===== src/rtl/haz_pkg.sv =====
`default_nettype none
// +----------------------------------------------------------------------+
// | Package    : haz_pkg                                                 |
// | Description: Hazard codes, sequencer states and pipeline control     |
// |              bundle shared by pipe_stage_ctrl and its sub-blocks.    |
// | Revision   : 1.0  initial release                                    |
// +----------------------------------------------------------------------+
package haz_pkg;

  // Hazard classification produced by HazardUnit
  localparam logic [1:0] HAZ_NONE = 2'd0;
  localparam logic [1:0] HAZ_DATA = 2'd1;
  localparam logic [1:0] HAZ_CTRL = 2'd2;
  localparam logic [1:0] HAZ_MISS = 2'd3;

  // Control word loaded into ID/EX when a bubble is inserted
  localparam logic [5:0] NOP_CTRL = 6'b111111;

  typedef enum logic [1:0] {
    ST_RUN       = 2'd0,
    ST_MISS_REQ  = 2'd1,
    ST_MISS_WAIT = 2'd2,
    ST_RESUME    = 2'd3
  } state_t;

  // Per-stage controls, MSB first in pipeline order
  typedef struct packed {
    logic pc_wen;
    logic if_id_wen;
    logic if_id_flush;
    logic id_ex_wen;
    logic id_ex_bubble;
    logic ex_mem_wen;
    logic mem_wb_wen;
    logic mem_wb_bubble;
    logic refill_req;
  } ctrl_t;

  // True when an ID/EX control word is the bubble pattern
  function automatic logic is_nop_ctrl(input logic [5:0] ctrl);
    return ctrl == NOP_CTRL;
  endfunction

endpackage
`default_nettype wire


===== src/rtl/pipe_stage_ctrl_if.sv =====
`default_nettype none
// +----------------------------------------------------------------------+
// | Interface  : pipe_stage_ctrl_if                                      |
// | Description: Hazard input, refill handshake and per-stage controls   |
// |              between HazardUnit/memory side and pipe_stage_ctrl.     |
// | Revision   : 1.0  initial release                                    |
// +----------------------------------------------------------------------+
interface pipe_stage_ctrl_if #(
  parameter int CNT_W = 32
);
  logic [1:0]       hazType;
  logic             refillGnt;
  logic             refillDone;
  logic             pcWen;
  logic             IF_ID_wen;
  logic             IF_ID_flush;
  logic             ID_EX_wen;
  logic             ID_EX_bubble;
  logic             EX_MEM_wen;
  logic             MEM_WB_wen;
  logic             MEM_WB_bubble;
  logic             refillReq;
  logic             stallErr;
  logic             missErr;
  logic [CNT_W-1:0] stallCnt;
  logic [CNT_W-1:0] flushCnt;
  logic [CNT_W-1:0] missCnt;

  modport master (
    output hazType, refillGnt, refillDone,
    input  pcWen, IF_ID_wen, IF_ID_flush, ID_EX_wen, ID_EX_bubble,
           EX_MEM_wen, MEM_WB_wen, MEM_WB_bubble, refillReq,
           stallErr, missErr, stallCnt, flushCnt, missCnt
  );

  modport slave (
    input  hazType, refillGnt, refillDone,
    output pcWen, IF_ID_wen, IF_ID_flush, ID_EX_wen, ID_EX_bubble,
           EX_MEM_wen, MEM_WB_wen, MEM_WB_bubble, refillReq,
           stallErr, missErr, stallCnt, flushCnt, missCnt
  );
endinterface
`default_nettype wire


===== src/rtl/pipe_stage_ctrl_sat_counter.sv =====
`default_nettype none
// +----------------------------------------------------------------------+
// | Module     : sat_counter                                             |
// | Description: Up counter with enable and synchronous clear that       |
// |              sticks at all-ones instead of wrapping.                 |
// | Revision   : 1.0  initial release                                    |
// +----------------------------------------------------------------------+
module sat_counter #(
  parameter int WIDTH = 8
) (
  input  wire logic             clk,
  input  wire logic             rst,
  input  wire logic             clr,
  input  wire logic             en,
  output logic      [WIDTH-1:0] count
);

  // Clear wins over enable; the count holds once it reaches all-ones
  always_ff @(posedge clk) begin
    if (rst || clr) begin
      count <= '0;
    end else if (en && (count != {WIDTH{1'b1}})) begin
      count <= count + WIDTH'(1);
    end
  end

endmodule
`default_nettype wire


===== src/rtl/pipe_stage_ctrl.sv =====
`default_nettype none
// +----------------------------------------------------------------------+
// | Module     : pipe_stage_ctrl                                         |
// | Description: Turns hazType into per-stage enable/flush/bubble        |
// |              controls, runs the cache-miss refill handshake and the  |
// |              data-stall / miss-timeout watchdogs.                    |
// |              Define HAZ_PERF_EN to build the performance counters.   |
// | Revision   : 1.0  initial release                                    |
// +----------------------------------------------------------------------+
module pipe_stage_ctrl
  import haz_pkg::*;
#(
  parameter int STALL_MAX    = 16,
  parameter int MISS_TIMEOUT = 255,
  parameter int CNT_W        = 32
) (
  input wire logic          clk,
  input wire logic          rst,
  pipe_stage_ctrl_if.slave  bus
);

  localparam int SW = $clog2(STALL_MAX + 1);
  localparam int TW = $clog2(MISS_TIMEOUT + 1);
  // Counter value during the cycle that makes the count reach the limit
  localparam logic [SW-1:0] STALL_LAST = SW'(STALL_MAX - 1);
  localparam logic [TW-1:0] TO_LAST    = TW'(MISS_TIMEOUT - 1);

  state_t        r_state;
  state_t        w_next;
  ctrl_t         w_ctrl;
  logic          r_stall_err;
  logic          r_miss_err;
  logic [SW-1:0] w_stall_wd;
  logic [TW-1:0] w_to_cnt;
  logic          w_stall_inc;
  logic          w_stall_clr;
  logic          w_in_wait;
  logic          w_to_hit;

  assign w_stall_inc = (r_state == ST_RUN) && (bus.hazType == HAZ_DATA);
  assign w_stall_clr = (r_state == ST_RUN) && (bus.hazType != HAZ_DATA);
  assign w_in_wait   = (r_state == ST_MISS_WAIT);
  assign w_to_hit    = w_in_wait && (w_to_cnt >= TO_LAST);

  sat_counter #(.WIDTH(SW)) u_stall_wd (
    .clk(clk), .rst(rst), .clr(w_stall_clr), .en(w_stall_inc), .count(w_stall_wd)
  );

  sat_counter #(.WIDTH(TW)) u_miss_to (
    .clk(clk), .rst(rst), .clr(!w_in_wait), .en(w_in_wait), .count(w_to_cnt)
  );

  // State register
  always_ff @(posedge clk) begin
    if (rst) begin
      r_state <= ST_RUN;
    end else begin
      r_state <= w_next;
    end
  end

  // Sticky error flags; a completing refill beats a same-cycle timeout
  always_ff @(posedge clk) begin
    if (rst) begin
      r_stall_err <= 1'b0;
      r_miss_err  <= 1'b0;
    end else begin
      if (w_stall_inc && (w_stall_wd >= STALL_LAST)) begin
        r_stall_err <= 1'b1;
      end
      if (w_to_hit && !bus.refillDone) begin
        r_miss_err <= 1'b1;
      end
    end
  end

  // Next state and Mealy stage controls
  always_comb begin
    w_next = r_state;
    w_ctrl = '0;
    case (r_state)
      ST_RUN: begin
        w_ctrl.pc_wen     = 1'b1;
        w_ctrl.if_id_wen  = 1'b1;
        w_ctrl.id_ex_wen  = 1'b1;
        w_ctrl.ex_mem_wen = 1'b1;
        w_ctrl.mem_wb_wen = 1'b1;
        case (bus.hazType)
          HAZ_DATA: begin
            w_ctrl.pc_wen       = 1'b0;
            w_ctrl.if_id_wen    = 1'b0;
            w_ctrl.id_ex_bubble = 1'b1;
          end
          HAZ_CTRL: begin
            w_ctrl.if_id_flush = 1'b1;
          end
          HAZ_MISS: begin
            w_ctrl = '0;
            w_next = ST_MISS_REQ;
          end
          default: begin
          end
        endcase
      end
      ST_MISS_REQ: begin
        w_ctrl.refill_req = 1'b1;
        if (bus.refillGnt) begin
          w_next = bus.refillDone ? ST_RESUME : ST_MISS_WAIT;
        end
      end
      ST_MISS_WAIT: begin
        if (bus.refillDone || w_to_hit) begin
          w_next = ST_RESUME;
        end
      end
      ST_RESUME: begin
        // Frozen MEM result was already written back before the miss
        w_ctrl.mem_wb_bubble = 1'b1;
        w_next               = ST_RUN;
      end
      default: begin
        w_next = ST_RUN;
      end
    endcase
  end

  // While reset is held every output reads as idle
  assign bus.pcWen         = w_ctrl.pc_wen        & ~rst;
  assign bus.IF_ID_wen     = w_ctrl.if_id_wen     & ~rst;
  assign bus.IF_ID_flush   = w_ctrl.if_id_flush   & ~rst;
  assign bus.ID_EX_wen     = w_ctrl.id_ex_wen     & ~rst;
  assign bus.ID_EX_bubble  = w_ctrl.id_ex_bubble  & ~rst;
  assign bus.EX_MEM_wen    = w_ctrl.ex_mem_wen    & ~rst;
  assign bus.MEM_WB_wen    = w_ctrl.mem_wb_wen    & ~rst;
  assign bus.MEM_WB_bubble = w_ctrl.mem_wb_bubble & ~rst;
  assign bus.refillReq     = w_ctrl.refill_req    & ~rst;
  assign bus.stallErr      = r_stall_err          & ~rst;
  assign bus.missErr       = r_miss_err           & ~rst;

`ifdef HAZ_PERF_EN
  logic             w_flush_inc;
  logic             w_in_miss;
  logic [CNT_W-1:0] w_perf_stall;
  logic [CNT_W-1:0] w_perf_flush;
  logic [CNT_W-1:0] w_perf_miss;

  assign w_flush_inc = (r_state == ST_RUN) && (bus.hazType == HAZ_CTRL);
  assign w_in_miss   = (r_state != ST_RUN);

  sat_counter #(.WIDTH(CNT_W)) u_perf_stall (
    .clk(clk), .rst(rst), .clr(1'b0), .en(w_stall_inc), .count(w_perf_stall)
  );
  sat_counter #(.WIDTH(CNT_W)) u_perf_flush (
    .clk(clk), .rst(rst), .clr(1'b0), .en(w_flush_inc), .count(w_perf_flush)
  );
  sat_counter #(.WIDTH(CNT_W)) u_perf_miss (
    .clk(clk), .rst(rst), .clr(1'b0), .en(w_in_miss), .count(w_perf_miss)
  );

  assign bus.stallCnt = rst ? {CNT_W{1'b0}} : w_perf_stall;
  assign bus.flushCnt = rst ? {CNT_W{1'b0}} : w_perf_flush;
  assign bus.missCnt  = rst ? {CNT_W{1'b0}} : w_perf_miss;
`else
  assign bus.stallCnt = {CNT_W{1'b0}};
  assign bus.flushCnt = {CNT_W{1'b0}};
  assign bus.missCnt  = {CNT_W{1'b0}};
`endif

endmodule
`default_nettype wire


===== src/flat_wrapper.sv =====
// flat-port wrapper written by rule: the top's interface ports become plain ports
module pipe_stage_ctrl_flat import haz_pkg::*;
#(
  parameter int STALL_MAX    = 16,
  parameter int MISS_TIMEOUT = 255,
  parameter int CNT_W        = 32
)
  (clk, rst, bus_hazType, bus_refillGnt, bus_refillDone, bus_pcWen, bus_IF_ID_wen, bus_IF_ID_flush, bus_ID_EX_wen, bus_ID_EX_bubble, bus_EX_MEM_wen, bus_MEM_WB_wen, bus_MEM_WB_bubble, bus_refillReq, bus_stallErr, bus_missErr, bus_stallCnt, bus_flushCnt, bus_missCnt);
  pipe_stage_ctrl_if #(.CNT_W(CNT_W)) bus_i ();
  input wire logic clk;
  input wire logic rst;
  input wire logic [$bits(bus_i.hazType)-1:0] bus_hazType;
  input wire logic [$bits(bus_i.refillGnt)-1:0] bus_refillGnt;
  input wire logic [$bits(bus_i.refillDone)-1:0] bus_refillDone;
  output wire logic [$bits(bus_i.pcWen)-1:0] bus_pcWen;
  output wire logic [$bits(bus_i.IF_ID_wen)-1:0] bus_IF_ID_wen;
  output wire logic [$bits(bus_i.IF_ID_flush)-1:0] bus_IF_ID_flush;
  output wire logic [$bits(bus_i.ID_EX_wen)-1:0] bus_ID_EX_wen;
  output wire logic [$bits(bus_i.ID_EX_bubble)-1:0] bus_ID_EX_bubble;
  output wire logic [$bits(bus_i.EX_MEM_wen)-1:0] bus_EX_MEM_wen;
  output wire logic [$bits(bus_i.MEM_WB_wen)-1:0] bus_MEM_WB_wen;
  output wire logic [$bits(bus_i.MEM_WB_bubble)-1:0] bus_MEM_WB_bubble;
  output wire logic [$bits(bus_i.refillReq)-1:0] bus_refillReq;
  output wire logic [$bits(bus_i.stallErr)-1:0] bus_stallErr;
  output wire logic [$bits(bus_i.missErr)-1:0] bus_missErr;
  output wire logic [$bits(bus_i.stallCnt)-1:0] bus_stallCnt;
  output wire logic [$bits(bus_i.flushCnt)-1:0] bus_flushCnt;
  output wire logic [$bits(bus_i.missCnt)-1:0] bus_missCnt;
  assign bus_i.hazType = bus_hazType;
  assign bus_i.refillGnt = bus_refillGnt;
  assign bus_i.refillDone = bus_refillDone;
  assign bus_pcWen = bus_i.pcWen;
  assign bus_IF_ID_wen = bus_i.IF_ID_wen;
  assign bus_IF_ID_flush = bus_i.IF_ID_flush;
  assign bus_ID_EX_wen = bus_i.ID_EX_wen;
  assign bus_ID_EX_bubble = bus_i.ID_EX_bubble;
  assign bus_EX_MEM_wen = bus_i.EX_MEM_wen;
  assign bus_MEM_WB_wen = bus_i.MEM_WB_wen;
  assign bus_MEM_WB_bubble = bus_i.MEM_WB_bubble;
  assign bus_refillReq = bus_i.refillReq;
  assign bus_stallErr = bus_i.stallErr;
  assign bus_missErr = bus_i.missErr;
  assign bus_stallCnt = bus_i.stallCnt;
  assign bus_flushCnt = bus_i.flushCnt;
  assign bus_missCnt = bus_i.missCnt;
  pipe_stage_ctrl #(.STALL_MAX(STALL_MAX), .MISS_TIMEOUT(MISS_TIMEOUT), .CNT_W(CNT_W)) u_core (.clk(clk), .rst(rst), .bus(bus_i));
endmodule

===== config.mk =====
export PLATFORM = sky130hd
export DESIGN_NAME = pipe_stage_ctrl_flat
export DESIGN_NICKNAME = d
export VERILOG_FILES = /design/src/rtl/haz_pkg.sv /design/src/rtl/pipe_stage_ctrl_if.sv /design/src/rtl/pipe_stage_ctrl_sat_counter.sv /design/src/rtl/pipe_stage_ctrl.sv /design/src/flat_wrapper.sv
export SDC_FILE = /design/constraint.sdc
export NUM_CORES = 1
export LEC_CHECK = 0
export BUFFER_PORTS_ARGS = -buffer_cell sky130_fd_sc_hd__buf_2
export CAP_MARGIN = 10
export CORE_MARGIN = 10
export CORE_UTILIZATION = 43
export DETAILED_ROUTE_END_ITERATION = 8
export GPL_TIMING_DRIVEN = 0
export PLACE_DENSITY = 0.83
export SYNTH_ARGS = -nofsm -noshare
export SYNTH_HDL_FRONTEND = slang
export SYNTH_SLANG_ARGS = --single-unit
export TNS_END_PERCENT = 5

===== constraint.sdc =====
create_clock -name clk -period 1.85 [get_ports clk]
set_input_delay 0.185 -clock clk [delete_from_list [all_inputs] [get_ports clk]]
set_output_delay 0.185 -clock clk [all_outputs]
set_load 0.01 [all_outputs]

==> results by group, run 1 <==
Power and ir drop
  • Sequential fraction of design power: between 30 and 40%
  • Peak VDD IR: 0.307 mV
  • Comb pwr share: 48.4%
  • Clk pwr share: approximately 21%
  • Switching power share of the total: 36.4%
  • Pwr dens: 603 nW/um2
  • Leakage: approximately 1.3 nW
  • Cell Int Power: 878 uW
  • Sw Pwr: 502 uW
  • PnR Total Power: 1.38 mW

Logic synthesis
  • Synthesized area: 1720 um2
  • Seq/Total Area, Yosys: 19.8%
  • Count of cell types in the netlist: 32
  • Yosys reg bits: 17
  • Syn Area/Cell: 8.27 um2
  • Synthesized instance count: 208
  • Warnings from Yosys: 0

Placement
  • Detailed placement HPWL: 3.28 mm
  • RD Place Congestion: 0.811
  • Placed insts: 367
  • IO Port Bufs: 16
  • DP Area: 2220 um2
  • Setup WS pre-CTS: 0.00739 ns

STA
  • Hold_ws: approximately 0.16 ns
  • Final setup violation count: 0
  • Max frequency: 578 MHz
  • Unrepaired setup endpoints after global routing: false
  • Fin. max-slew vios: 0
  • Max Clock Skew: between 0.005 and 0.006 ns
  • Tcrit/Tclk final: 93.5%
  • Final TNS setup: 0 ns
  • Final worst setup slack: 0.119 ns
  • Final hold viol count: 0
  • Tmin final: 1.73 ns

Final layout
  • Register area: 340 um2
  • Final core utilization: roughly three fifths
  • Non-filler cells, final: 372
  • Multi-input gate area: 955 um2
  • Finished Cell Area: 2290 um2
  • Share of cells above drive strength 1: 40.1%
  • Inserted Diodes: 0
  • Area Growth Syn to Fin: 33.1%
  • Fill cell count: 368
  • Fin nets: 340

CTS
  • TritonCTS Buffers: 3
  • H-tree levels: 1
  • Clk sinks: 17
  • Hold buffer count at cts: 0
  • Root buffer cell: clkbuf_8
  • Clk slew on worst S/H paths: 0.07 ns
  • Worst-Skew Late Latency: approximately 0.26 ns
  • CTS Buffer Depth: 2
  • CTS tree: done

Drt
  • 1st-iter DRT viols: 18
  • Vias: around 1300
  • DRC errors left: 0
  • Post-route antenna net violation count: 0
  • Total wire length: 3.67 mm
  • Vias/cell: 3.52
  • DR pass1 iterations: 4
  • Drt wl/cell: 9.87 um

Critical path
  • Setup crit end kind: flop
  • Kind of critical path: flop to flop
  • CP arrival: about 1.9 ns
  • Critical path peak fanout: 6
  • Crit-path slowest cell: dfxtp_1
  • Top delay family on crit path: simple AND/OR/NAND/NOR gates
  • Most used cell, CP: ha_1
  • CP Buf/Inv Count: 1
  • Worst EP required: 2.00 ns
  • Max incr delay on CP: 0.33 ns
  • Startpoint Class: flop
  • CP Cell Sequence: ha_1 > and3_1 > ha_1 > nor4bb_1 > buf_2 > nand2_1 > xor2_1 > nor2_1

Floorplanning
  • Ports: 113
  • Die Ht: 83.2 um
  • Die Wd: 83.2 um
  • Placement Rows: 22
  • Placeable Area: 3770 um2
  • Initial Util: 45.6%
  • Die area: between 6000 and 7000 um2

Hold path
  • Min-delay worst type: input port to flop

GRT
  • Global-route wire length before repair: just under 6 mm
  • Largest net degree at the start of global routing: 11
  • Tot GR Track Use: about a tenth
  • Met1 Usage GRT: ~10%
  • Global route overflow: 0
  • Initial antenna violation count: 0
  • Most Used Layer, Global Route: met2
  • Grt met2 use: 16.2%
  • Vias in the first global route: 1284
  • M3 GR Usage: 5.57%

Run
  • Total of max-cap violations: 0

Status
  • Status: finished, final reports clean
## registers in the layout, summed over array words and instances (netlist names)
signal / cells
u_core.u_miss_to.count: 8
u_core.r_miss_err: 1
u_core.r_state: 2
u_core.u_stall_wd.count: 5
u_core.r_stall_err: 1
## cell usage after synthesis
library cell,count,area [um2]
buf_4,99,743
dfxtp_1,17,340
nor2_1,16,60.1
ha_1,9,113
a211oi_1,8,60.1
inv_1,7,26.3
nor3_1,6,30.0
nand2b_1,5,31.3
nand2_1,4,15.0
a21oi_1,3,15.0
and3_1,3,18.8
xnor2_1,3,26.3
a31oi_1,2,12.5
and2b_2,2,17.5
buf_6,2,22.5
mux2i_1,2,20.0
nand3_1,2,10.0
nor2b_1,2,12.5
o32ai_1,2,17.5
xor2_1,2,17.5
a2111o_1,1,11.3
a21boi_0,1,7.51
a21o_1,1,7.51
a221oi_2,1,15.0
and2_1,1,6.26
and4_1,1,8.76
buf_1,1,3.75
clkbuf_1,1,3.75
conb_1,1,3.75
nand4_1,1,6.26
nor4bb_1,1,10.0
o2111ai_4,1,26.3
## final cells by class
type / count / area share [%]
Clock buffer: 4 / 1.97
Inverter: 7 / 1.15
Timing Repair Buffer: 17 / 3.83
Buffer: 103 / 33.8
Sequential cell: 17 / 14.9
Tap cell: 48 / 2.62
Multi-Input combinational cell: 176 / 41.7
## what timing repair did
action	in CTS	in global routing
gates resized for setup	2	5
buffers inserted	0	1
pin swaps	0	1
setup endpoints to repair	6	7
## power groups by stage
stage	Sequential (mW)	Clock [mW]	Combinational [mW]
final	0.427	0.285	0.668
after global routing	0.435	0.299	0.747
after CTS	0.427	0.292	0.622
after detailed placement	0.435	0	0.616
after global placement	0.433	0	0.607
after floorplan	0.426	0	0.514
## kinds of logic (layout without fill, tap and decap cells)
kind of cell,count (synthesis),in the layout,synth area share [%]
xor gates and xnor gates,5,5,2.55
muxes,2,2,1.16
buffers and inverters,110,131,46.5
DFF,17,17,19.8
adders and majority gates,9,9,6.55
and+or+nand+nor,44,44,13.2
AOI/OAI and AO/OA,20,20,10.0
other,1,96,0.218
## layer usage
metal  wire [um]  vias up
met5           0        -
met4          79        0
met3         537        5
met2        1660       71
met1        1390      519
li1            -      716
## final timing paths
check / endpoint / depth (start not counted) / slack, ns / start
setup reg to reg: u_core.u_stall_wd.count[2] / 8 / 0.12 / u_core.u_stall_wd.count[0]
hold reg to reg: u_core.r_miss_err / 2 / 0.47 / u_core.r_miss_err
hold / removal: u_core.r_miss_err / 2 / 0.16 / bus_refillDone
setup / recovery: u_core.u_stall_wd.count[2] / 8 / 0.12 / u_core.u_stall_wd.count[0]
## placed cells by master, fill, tap and decap left out, types with 2 or more instances in the layout
cell type  instances
a211oi_1           8
a21oi_1            2
a31oi_1            2
and2b_2            2
and3_1             3
buf_2             17
buf_4            100
buf_6              2
clkbuf_8           3
conb_1            96
dfxtp_1           17
ha_1               8
inv_1              6
mux2i_1            2
nand2_1            4
nand2b_1           5
nand3_1            2
nor2_1            15
nor2b_1            2
nor3_1             6
o32ai_1            2
xnor2_1            3
xor2_1             2
Power figures use the tool's default switching activity.
==> run 2, diff against run 1 <==
--- a/config.mk
+++ b/config.mk
@@ -7,6 +7,7 @@
 export LEC_CHECK = 0
 export BUFFER_PORTS_ARGS = -buffer_cell sky130_fd_sc_hd__buf_2
 export CAP_MARGIN = 10
+export CORE_ASPECT_RATIO = 1.75
 export CORE_MARGIN = 10
 export CORE_UTILIZATION = 43
 export DETAILED_ROUTE_END_ITERATION = 8
==> results by group, run 2 (same netlist as run 1, synthesis figures left out) <==
Power and ir drop
  • Clk pwr share: 20.4% (-0.2 points)
  • Switching power share of the total: 36.1% (-0.30 points)
  • Comb pwr share: 47.7% (-0.7 points)
  • Sw Pwr: 483 uW (-3.8%)
  • Cell Int Power: 855 uW (-2.6%)
  • Peak VDD IR: 0.293 mV (-4.7%)
  • Sequential fraction of design power: 31.8% (+0.8 points)
  • Leakage: 1.32 nW (-0.29%)
  • PnR Total Power: 1.34 mW (-3.0%)
  • Pwr dens: 589 nW/um2 (-2.3%)

CTS
  • TritonCTS Buffers: 3 (unchanged)
  • CTS Buffer Depth: 2 (unchanged)
  • Hold buffer count at cts: 0 (unchanged)
  • Post-CTS Setup Inserts: 0 (unchanged)
  • H-tree levels: 1 (unchanged)
  • Root buffer cell: clkbuf_8
  • Clk sinks: 17 (unchanged)
  • Clk slew on worst S/H paths: 0.06 ns (about the same)
  • CTS tree: done
  • Worst-Skew Late Latency: 0.25 ns (about the same)

Final layout
  • Fill cell count: 345 (-6.3%)
  • Commonest non-fill, non-tap cell in the layout: buf_4
  • Non-filler cells, final: 371 (-0.27%)
  • Multi-input gate area: 942 um2 (-1.3%)
  • Fin nets: 339 (-0.29%)
  • Inserted Diodes: 0 (unchanged)
  • Largest registers: u_core.u_miss_to.count: 8 flops, u_core.u_stall_wd.count: 5 flops, u_core.r_state: 2 flops
  • Share of cells above drive strength 1: 39.6% (-0.49 points)
  • Register area: 340 um2 (unchanged)
  • Most frequent cells in the layout: buf_4, conb_1, dfxtp_1
  • Max FFs per register: 8 (unchanged)
  • Most flops, register: u_core.u_miss_to.count
  • Final core utilization: 58.8% (-1.9 points)
  • Area Growth Syn to Fin: 32.2%

Floorplanning
  • Die area: 7030 um2 (+1.4%)
  • Ports: 113 (unchanged)
  • Die Ht: 104 um (+25%)
  • Placeable Area: 3870 um2 (+2.5%)
  • Placement Rows: 30 (+36%)
  • Die Wd: 67.8 um (-19%)
  • Initial Util: 44.5% (-1.1 points)

STA
  • Hold_ws: 0.169 ns (+0.00364 ns)
  • Fin. max-slew vios: 0 (unchanged)
  • Final hold viol count: 0 (unchanged)
  • Max frequency: 572 MHz (-0.98%)
  • Final setup violation count: 0 (unchanged)
  • Tmin final: 1.75 ns (+0.0172 ns)
  • Max Clock Skew: 0.000839 ns (-0.00476 ns)
  • Tcrit/Tclk final: 94.5% (+0.93 points)
  • Unrepaired setup endpoints after global routing: true
  • Final TNS setup: 0 ns (unchanged)

Hold path
  • Hold path startpoint: bus_refillDone
  • Cells on Worst Hold Path: 2 (unchanged)
  • Min-delay worst type: input port to flop
  • Hold endpoint: u_core.r_miss_err

Drt
  • Vias: 1352 (+3.1%)
  • DRC errors left: 0 (unchanged)
  • Highest routed layer: met4
  • Met2 wire len: 1.69 mm (+1.6%)
  • Metal-1 WL: 1.01 mm (-28%)
  • Total wire length: 3.64 mm (-0.84%)
  • Drt wl/cell: 9.81 um (-0.58%)
  • 1st-iter DRT viols: 31 (+13)
  • Vias/cell: 3.64 (+3.4%)
  • Post-route antenna net violation count: 0 (unchanged)
  • DR WL met3: 873 um (+63%)
  • DR pass1 iterations: 4 (unchanged)

GRT
  • Largest net degree at the start of global routing: 11 (unchanged)
  • Global-route wire length before repair: 5.52 mm (-6.9%)
  • Vias in the first global route: 1320 (+2.8%)
  • Tot GR Track Use: 9.64% (-0.40 points)
  • Global route overflow: 0 (unchanged)
  • Initial antenna violation count: 0 (unchanged)

Run
  • Total of max-cap violations: 0 (unchanged)

Placement
  • IO Port Bufs: 16 (unchanged)
  • RD Place Congestion: 0.755 (-6.9%)
  • Placed insts: 367 (unchanged)
  • Detailed placement HPWL: 3.36 mm (+2.7%)

Critical path
  • Startpoint Class: flop
  • Setup crit end kind: flop
  • CP arrival: 1.89 ns (about the same)
  • Critical R2R Capture: u_core.u_stall_wd.count[2]
  • Critical path peak fanout: 6 (unchanged)
  • Worst EP required: 2.00 ns (about the same)
  • R2R cell count: 8 (unchanged)
  • Kind of critical path: flop to flop
  • R2r setup slk: 0.10 ns (-0.02 ns)
  • Worst R2R Start: u_core.u_stall_wd.count[0]

Status
  • Status: finished, final reports clean
==> run 2: changes by cell type in the layout (fill, tap and decap cells not counted), sizes merged <==
cell    before  now
clkinv       0    1
buf        120  119
clkbuf       4    3
==> run 2: power groups by stage <==
stage / combinational, mW / sequential, mW / clock (mW)
after floorplan: 0.514 / 0.426 / 0
after global placement: 0.604 / 0.432 / 0
after detailed placement: 0.612 / 0.435 / 0
after CTS: 0.615 / 0.427 / 0.286
after global routing: 0.711 / 0.429 / 0.298
final: 0.639 / 0.426 / 0.273
==> run 2: cell type report <==
class | count | area share [%]
flip-flops and latches | 17 | 15.0
multi-input cells | 176 | 41.5
inverters | 7 | 1.16
repair buffers | 16 | 3.52
clock buffers | 3 | 1.82
well taps | 48 | 2.64
plain buffers | 103 | 34.2
clock inverters | 1 | 0.220
==> run 2: stage by stage <==
step / setup slack, ns / cell area [um2]
final: 0.102 / 2270
after global routing: -0.0157 / 2270
after CTS: 0.00635 / 2260
after detailed placement: -0.0103 / 2220
after global placement: 0.0384 / 2220
after floorplan: 0.140 / 2080
==> run 2: what timing repair did <==
action,CTS,global route
endpoints found under the hold margin,0,0
gates resized for setup,1,4
setup endpoints to repair,2,9
pin swaps,0,0
==> run 2: worst max-delay path by stage <==
stage	startpoint	endpoint	slack [ns]	cells past startpoint
floorplan	u_core.u_stall_wd.count[0]	u_core.u_stall_wd.count[3]	0.14	8
global placement	u_core.u_stall_wd.count[0]	u_core.u_stall_wd.count[3]	0.04	8
detailed placement	u_core.u_stall_wd.count[0]	u_core.u_stall_wd.count[3]	-0.01	8
CTS	u_core.r_state[0]	bus_MEM_WB_wen	0.006	6
global route	u_core.u_stall_wd.count[0]	u_core.u_stall_wd.count[4]	-0.02	7
finish	u_core.u_stall_wd.count[0]	u_core.u_stall_wd.count[2]	0.10	8
==> run 2: per-layer routing <==
layer | up-vias | track usage, %
li1 | 718 | -
met1 | 543 | 6.63
met4 | 0 | 5.20
met3 | 5 | 7.44
met5 | - | 0
met2 | 86 | 17.1
==> run 2: worst max-delay path, stage by stage, from the launching register on <==
cell      delay, ns
dfxtp_1        0.33
ha_1           0.21
and3_1         0.20
ha_1           0.17
nor4bb_1       0.28
buf_4          0.20
nand2_1        0.07
xor2_1         0.13
nor2_1         0.05
